File: src/rtl/bch_pkg.sv
// Shared constants, types and helpers for the BCH(15,7) t=2 decoder controller.
package bch_pkg;

    localparam int N = 15;
    localparam int K = 7;
    localparam int M = 4;
    localparam int T = 2;

    localparam logic [1:0]  HIT_SAT  = 2'(T + 1);
    localparam logic [15:0] STAT_MAX = 16'hFFFF;

    typedef logic [M-1:0] gf16_t;

    typedef enum logic [2:0] {
        IDLE,
        SYND,
        CHECK,
        BM,
        LOAD,
        CHIEN,
        DONE
    } state_t;

    // Degree of the error-locator polynomial as reported by Berlekamp-Massey.
    function automatic logic [1:0] locator_degree(input gf16_t l1, input gf16_t l2);
        if (l2 != '0) begin
            return 2'd2;
        end else if (l1 != '0) begin
            return 2'd1;
        end
        return 2'd0;
    endfunction

endpackage

File: src/rtl/bch_dec_stats.sv
// Saturating counters of corrected and failed words, updated on each output handshake.
module bch_dec_stats
    import bch_pkg::*;
(
    input  logic        clk,
    input  logic        rst,
    input  logic        fire,
    input  logic [1:0]  err_cnt,
    input  logic        fail,
    output logic [15:0] stat_corr,
    output logic [15:0] stat_fail
);

    always_ff @(posedge clk or posedge rst) begin
        if (rst) begin
            stat_corr <= '0;
            stat_fail <= '0;
        end else if (fire) begin
            if (fail && stat_fail != STAT_MAX) begin
                stat_fail <= stat_fail + 16'd1;
            end
            if (!fail && err_cnt != 2'd0 && stat_corr != STAT_MAX) begin
                stat_corr <= stat_corr + 16'd1;
            end
        end
    end

endmodule

File: src/rtl/bch_dec_ctrl.sv
// Sequencing controller for the BCH(15,7) t=2 decoder: syndrome, Berlekamp-Massey, Chien, correction.
// Optional statistics counters are built when BCH_DEC_STATS_EN is defined.
module bch_dec_ctrl
    import bch_pkg::*;
#(
    parameter int BM_LAT = 2
) (
    input  logic          clk,
    input  logic          rst,
    input  logic          in_valid,
    output logic          in_ready,
    input  logic [N-1:0]  in_data,
    output logic          synd_clr,
    output logic          synd_en,
    output logic          synd_bit,
    input  logic [3:0]    S1,
    input  logic [3:0]    S2,
    input  logic [3:0]    S3,
    input  logic [3:0]    lambda1,
    input  logic [3:0]    lambda2,
    output logic          chien_load,
    output logic          chien_en,
    input  logic          err_hit,
    output logic          out_valid,
    input  logic          out_ready,
    output logic [N-1:0]  out_data,
    output logic [1:0]    out_err_cnt,
    output logic          out_fail,
    output logic [15:0]   stat_corr,
    output logic [15:0]   stat_fail
);

    state_t state, state_n;

    logic [N-1:0] raw_word, work_word, work_n, flip_mask, res_data;
    logic [3:0]   cnt, bit_idx;
    logic [2:0]   wait_cnt;
    logic [1:0]   hits, hits_n, degree, res_err_cnt;
    logic         res_fail, fail_n, accept, syn_zero, last_step;

    assign in_ready  = (state == IDLE) && !rst;
    assign accept    = in_valid && in_ready;
    assign bit_idx   = 4'(N - 1) - cnt;
    assign last_step = (cnt == 4'(N - 1));
    assign syn_zero  = (S1 == '0) && (S2 == '0) && (S3 == '0);

    // Chien step i locates an error at coefficient x^(14-i), the same bit order as the serial feed.
    assign flip_mask = err_hit ? ({{(N-1){1'b0}}, 1'b1} << bit_idx) : '0;
    assign work_n    = work_word ^ flip_mask;
    assign hits_n    = (err_hit && hits != HIT_SAT) ? hits + 2'd1 : hits;
    assign fail_n    = (degree == 2'd0) || (hits_n != degree);

    always_ff @(posedge clk or posedge rst) begin
        if (rst) begin
            state <= IDLE;
        end else begin
            state <= state_n;
        end
    end

    always_comb begin
        state_n     = state;
        synd_clr    = 1'b0;
        synd_en     = 1'b0;
        synd_bit    = 1'b0;
        chien_load  = 1'b0;
        chien_en    = 1'b0;
        out_valid   = 1'b0;
        out_data    = '0;
        out_err_cnt = '0;
        out_fail    = 1'b0;
        case (state)
            IDLE: begin
                synd_clr = accept;
                if (accept) state_n = SYND;
            end
            SYND: begin
                synd_en  = 1'b1;
                synd_bit = raw_word[bit_idx];
                if (last_step) state_n = CHECK;
            end
            CHECK: state_n = syn_zero ? DONE : BM;
            BM: begin
                if (wait_cnt == 3'(BM_LAT - 1)) state_n = LOAD;
            end
            LOAD: begin
                chien_load = 1'b1;
                state_n    = CHIEN;
            end
            CHIEN: begin
                chien_en = 1'b1;
                if (last_step) state_n = DONE;
            end
            DONE: begin
                out_valid   = 1'b1;
                out_data    = res_data;
                out_err_cnt = res_err_cnt;
                out_fail    = res_fail;
                if (out_ready) state_n = IDLE;
            end
            default: state_n = IDLE;
        endcase
    end

    // The result registers are written once on entry to DONE, so out_* cannot move while stalled.
    always_ff @(posedge clk or posedge rst) begin
        if (rst) begin
            raw_word    <= '0;
            work_word   <= '0;
            res_data    <= '0;
            cnt         <= '0;
            wait_cnt    <= '0;
            hits        <= '0;
            degree      <= '0;
            res_err_cnt <= '0;
            res_fail    <= 1'b0;
        end else begin
            case (state)
                IDLE: begin
                    if (accept) begin
                        raw_word  <= in_data;
                        work_word <= in_data;
                        cnt       <= '0;
                    end
                end
                SYND: cnt <= cnt + 4'd1;
                CHECK: begin
                    wait_cnt <= '0;
                    if (syn_zero) begin
                        res_data    <= raw_word;
                        res_err_cnt <= '0;
                        res_fail    <= 1'b0;
                    end
                end
                BM: wait_cnt <= wait_cnt + 3'd1;
                LOAD: begin
                    degree <= locator_degree(lambda1, lambda2);
                    cnt    <= '0;
                    hits   <= '0;
                end
                CHIEN: begin
                    work_word <= work_n;
                    hits      <= hits_n;
                    cnt       <= cnt + 4'd1;
                    if (last_step) begin
                        res_fail    <= fail_n;
                        res_data    <= fail_n ? raw_word : work_n;
                        res_err_cnt <= fail_n ? 2'd0 : hits_n;
                    end
                end
                default: ;
            endcase
        end
    end

`ifdef BCH_DEC_STATS_EN
    logic fire;
    assign fire = out_valid && out_ready;

    bch_dec_stats u_stats (
        .clk       (clk),
        .rst       (rst),
        .fire      (fire),
        .err_cnt   (res_err_cnt),
        .fail      (res_fail),
        .stat_corr (stat_corr),
        .stat_fail (stat_fail)
    );
`else
    assign stat_corr = '0;
    assign stat_fail = '0;
`endif

endmodule

File: config.mk
export PLATFORM = sky130hd
export DESIGN_NAME = bch_dec_ctrl
export DESIGN_NICKNAME = d
export VERILOG_FILES = /design/src/rtl/bch_pkg.sv /design/src/rtl/bch_dec_stats.sv /design/src/rtl/bch_dec_ctrl.sv
export SDC_FILE = /design/constraint.sdc
export NUM_CORES = 1
export LEC_CHECK = 0
export CAP_MARGIN = 20
export CORE_MARGIN = 2
export CORE_UTILIZATION = 50
export DETAILED_ROUTE_END_ITERATION = 12
export PLACE_DENSITY = 0.82
export SLEW_MARGIN = 30
export SYNTH_ARGS = -nofsm -noshare
export SYNTH_HDL_FRONTEND = slang
export SYNTH_HIERARCHICAL = 1
export SYNTH_SLANG_ARGS = --single-unit
File: constraint.sdc
create_clock -name clk -period 3.13 [get_ports clk]
set_input_delay 0.626 -clock clk [delete_from_list [all_inputs] [get_ports clk]]
set_output_delay 0.626 -clock clk [all_outputs]
set_load 0.02 [all_outputs]
# Word-level counts from Yosys, hierarchy flattened
# Cells that the tools add are included.
# classes
n_addsub	4
magnitude_cmp	1
n_eq_ne	16
n_shift	1
muxes	43
n_bitwise	1
n_reduce_logical	25
# ops
op	count
2-to-1 mux 15 bit	6
one-hot mux 15 bit (2 select lines)	2
one-hot mux 3 bit (7 select lines)	1
2-to-1 mux 3 bit	6
2-to-1 mux 2 bit	8
left shift 1 x 4 -> 15 bit, first input constant	1
bitwise XOR 15 bit	1
inequality test 2 bit, second input constant	7
2-to-1 mux 1 bit	13
zero test 4 bit	3
one-hot mux 4 bit (3 select lines)	1
== test 3 bit, second input constant	3
one-hot mux 2 bit (2 select lines)	2
nonzero test 2 bit	4
nonzero test 4 bit	2
== test 3 x 1 -> 1 bit, second input constant	2
== test 3 x 2 -> 1 bit, second input constant	2
one-hot mux 3 bit (2 select lines)	1
AND reduction 2 bit	3
logical AND 1 bit	5
less-than comparator 4 x 5 -> 1 bit, second input constant	1
AND reduction 5 bit	1
adder 4 x 1 -> 4 bit, second input constant	1
binary-select mux 1 bit (select 4 bit)	1
other kinds (14)	14
# totals
ff_bits	62
wordCells	101

# Longest topological paths before layout
# logic_depth
ltp_word	8
ltp_mapped	9
depth_no_buf	8

# Worst setup path before layout
# No wires, ideal clock.
# synth_timing
kind	register to output
from	register cnt[0]
to	output synd_bit
arrival_ns	2.626
setup_slack_ns	-0.122
stages_incl_launch_ff	10
path_buffers	1
path_cell_list	dfrtp_1 > buf_2 > inv_1 > ha_1 > mux2i_1 > nor2_1 > a31oi_1 > nor2_1 > a21oi_1 > a2111oi_0
# synth_via
elab_chain_cells	4
# synth_lines
item	line	source
start, declared	bch_dec_ctrl.sv:36	logic [3:0] cnt, bit_idx;
start signal, assigned	bch_dec_ctrl.sv:126	SYND: cnt <= cnt + 4'd1;
start signal, assigned	bch_dec_ctrl.sv:144	cnt <= cnt + 4'd1;
subtractor 4 bit	bch_dec_ctrl.sv:43	assign bit_idx = 4'(N - 1) - cnt;
binary-select mux 1 bit (select 4 bit)	bch_dec_ctrl.sv:79	synd_bit = raw_word[bit_idx];
2-to-1 mux 1 bit (implied by the code)	bch_dec_ctrl.sv:79	
2-to-1 mux 1 bit	bch_dec_ctrl.sv:72	case (state)
end, declared	bch_dec_ctrl.sv:15	output logic synd_bit,
# Every way passes these cells. The select of a mux whose other input is x is not followed.

# Worst setup path in the final report
# Same ends and word-level chain as after synthesis.

==> impl_metrics.tcl <==
set metrics [dict create \
    floorplan.die_area_um2 8260 \
    cts_tree "done" \
    whs_ns 0.478 \
    antenna_violating_nets_post_route 0 \
    mostFrequentLayoutCell "sky130_fd_sc_hd__nand2_1" \
    overall_via_count_from_detail_route 3145 \
    timing.critical_path.to_type "output port" \
    grt_pass1_vias 2924 \
    worstMarginPinSlew_ns 0.613 \
    placedCellCount 585 \
    minimum_period_implied_by_the_final_worst_setup_slack_ns 2.93 \
    clock-skew-final_ns 0.00577 \
    slew_headroom 0.588 \
    filler_cell_count 629 \
    chipWidth_um 90.9 \
    initial_core_utilization 0.518 \
    timing.fmax_mhz 341 \
    drc 0 \
    drt_pass1_iterations 5 \
    critical_path_arrival_ns 2.30 \
    globalplace.congestion 0.908 \
    layout.cells.most_common_list "sky130_fd_sc_hd__nand2_1, sky130_fd_sc_hd__clkdlybuf4s50_1, sky130_fd_sc_hd__dfrtp_1, sky130_fd_sc_hd__nor2_1, sky130_fd_sc_hd__conb_1" \
    final_cell_area_um2 4600 \
    grt_start_max_net_pins 36 \
    clock_insertion_delay_worst_skew_ns 0.34 \
    pwr_density_cell_nw_per_um2 831 \
    timing.final.ws_setup_ns 0.201 \
    ys.flop_type "sky130_fd_sc_hd__dfrtp_1" \
    cp-start-kind "register" \
    layout-area-overhead-vs-synth_pct 21.9 \
    fin_tns_setup_ns 0 \
    seq_area_frac_synth 0.411 \
    yosys_warnings 6 \
    timing.final.crit_share 0.936 \
    final_report_hold_violation_count 0 \
    synth_enable_flop_cells 0 \
    outcome "completed" \
    post_cts.repair.setup_buffers 0 \
    num_rows 31 \
    power.static_leakage_uw 0.00221 \
    worst_r2r_path_depth 8 \
    hpwlAfterDp_um 6660 \
    buffer_ports.inserted 64 \
    drt_wl_total_um 8820 \
    hold-path-cell-count 2 \
    grt_use_total 0.222 \
    cts-root-to-sink-buffers 2 \
    timing.final.setup_violations 0 \
    wire_length_of_the_first_global_routing_pass_um 14600 \
    post_dp_cell_area_um2 4410 \
    num-nets-final 546 \
    clk_pin_slew_ns 0.07 \
    clk_root_buffer_cell "sky130_fd_sc_hd__clkbuf_8" \
    async_flop_share 1.00 \
    hold_path.class "reg -> reg" \
    finish.cell_count_without_fillers 601 \
    maxcap_viol_count 0 \
    core_area_um2 7290 \
    synthesis.area_um2 3770 \
    vertical_die_dimension_um 90.9 \
    largest_fanout_on_the_critical_path 6 \
    ant_cells 0 \
    post_synth_inst_count 433 \
    drive_gt1_frac 0.0857 \
    yosysUniqueCellTypes 46 \
    drc_marker_count_from_the_first_detailed_route_iteration 296 \
    slew_viol_final 0 \
    antenna_found_initial 0 \
    post-place-ws_ns 0.0409 \
    ioPinCount 97 \
    rsz0062_at_grt "false" \
    cts_sinks 62 \
    regArea_um2 1550 \
    flop_and_latch_count_out_of_synthesis 62 \
    cts-htree-levels 3 \
    worst-setup-path-type "reg -> out" \
    avg_vias_per_cell 5.23 \
    avgRoutedWirePerCell_um 14.7 \
    maximum_resistive_drop_on_vdd_v 0.000343 \
    required_arrival_time_at_the_worst_endpoint_ns 2.50 \
    multi_input_area_um2 1960 \
    grt_overflow_total 0 \
    cts_inserted_buffers 9 \
    post_synth.cell_area_avg_um2 8.72 \
]
==> area by class of cell <==
cell class                 count  area share
sequential                    62       0.337
multi-input combinational    336       0.426
clock buffer                  11      0.0329
inverter                      13      0.0106
clock inverter                 5     0.00734
timing repair buffer          75       0.159
tap                           99      0.0269
==> per-stage QoR <==
step / total power (uW) / utilization
global placement: 3050 / 0.605
CTS: 3810 / 0.631
detailed placement: 3150 / 0.605
global route: 4090 / 0.631
floorplan: 2660 / -
finish: 3820 / 0.631
==> report_power, final <==
part / switching, uW / internal (uW)
clock network: 323 / 329
registers: 352 / 1170
logic: 933 / 717
==> flip-flops by register name, summed over array words and instances (netlist names) <==
name and cells:
res_err_cnt 2, res_data 15, raw_word 15, wait_cnt 3, res_fail 1, state 3
hits 2, cnt 4, degree 2, work_word 15
==> final timing paths <==
path	slack, ns	end	start
setup / recovery	0.20	synd_bit	cnt[0]$_DFFE_PP0P_
min in group asynchronous	0.67	state[0]$_DFFE_PP0P_	rst
hold reg to reg	0.48	res_data[14]$_DFFE_PP0P_	res_data[14]$_DFFE_PP0P_
max in group asynchronous	1.80	work_word[14]$_DFFE_PP0P_	rst
setup reg to reg	0.86	res_data[13]$_DFFE_PP0P_	hits[0]$_DFFE_PP0P_
hold / removal	0.48	res_data[14]$_DFFE_PP0P_	res_data[14]$_DFFE_PP0P_
==> worst max-delay path: stages, from the launching register on <==
cell	delay (ns)
sky130_fd_sc_hd__dfrtp_1	0.35
sky130_fd_sc_hd__inv_1	0.08
sky130_fd_sc_hd__ha_1	0.38
sky130_fd_sc_hd__mux2i_1	0.15
sky130_fd_sc_hd__nor2_1	0.10
sky130_fd_sc_hd__a31oi_1	0.05
sky130_fd_sc_hd__nor2_1	0.10
sky130_fd_sc_hd__a21oi_1	0.06
sky130_fd_sc_hd__a2111oi_2	0.45
sky130_fd_sc_hd__clkbuf_2	0.24
==> timing repair <==
action                     in CTS  in global routing
hold buffers                    0                  0
gates resized for setup         2                  4
setup endpoints to repair       1                  2
==> synth_stat cells (7+ instances only) <==
cell                        n  area [um^2]
sky130_fd_sc_hd__nor2b_1    7         43.8
sky130_fd_sc_hd__ha_1       9          113
sky130_fd_sc_hd__and2_1    18          113
sky130_fd_sc_hd__nand2_1   97          364
sky130_fd_sc_hd__mux2i_1   18          180
sky130_fd_sc_hd__o21ai_0   18         90.1
sky130_fd_sc_hd__inv_1     12         45.0
sky130_fd_sc_hd__a31oi_1   18          113
sky130_fd_sc_hd__dfrtp_1   62         1550
sky130_fd_sc_hd__nor2_1    32          120
sky130_fd_sc_hd__o21ai_1    9         45.0
sky130_fd_sc_hd__xor2_1    17          149
sky130_fd_sc_hd__a21oi_1   13         65.1
sky130_fd_sc_hd__clkbuf_1  15         56.3
sky130_fd_sc_hd__buf_4     32          240
==> metal layers <==
metal	track usage	up-vias	routed length, um
li1	-	1518	-
met1	0.302	1469	3880
met2	0.355	137	4250
met3	0.0351	21	497
met4	0.0934	0	190
met5	0	-	0
==> logic make-up after synthesis <==
family,count (synthesis),share of synthesized area
flip-flops,62,0.411
adder cells (fa/ha/maj),9,0.0298
XOR/XNOR,18,0.0438
AO/OA/AOI/OAI,79,0.129
AND/OR/NAND/NOR,177,0.214
multiplexers,21,0.0656
other,1,0.000994
buffers and inverters,66,0.105
Power figures use the tool's default switching activity.
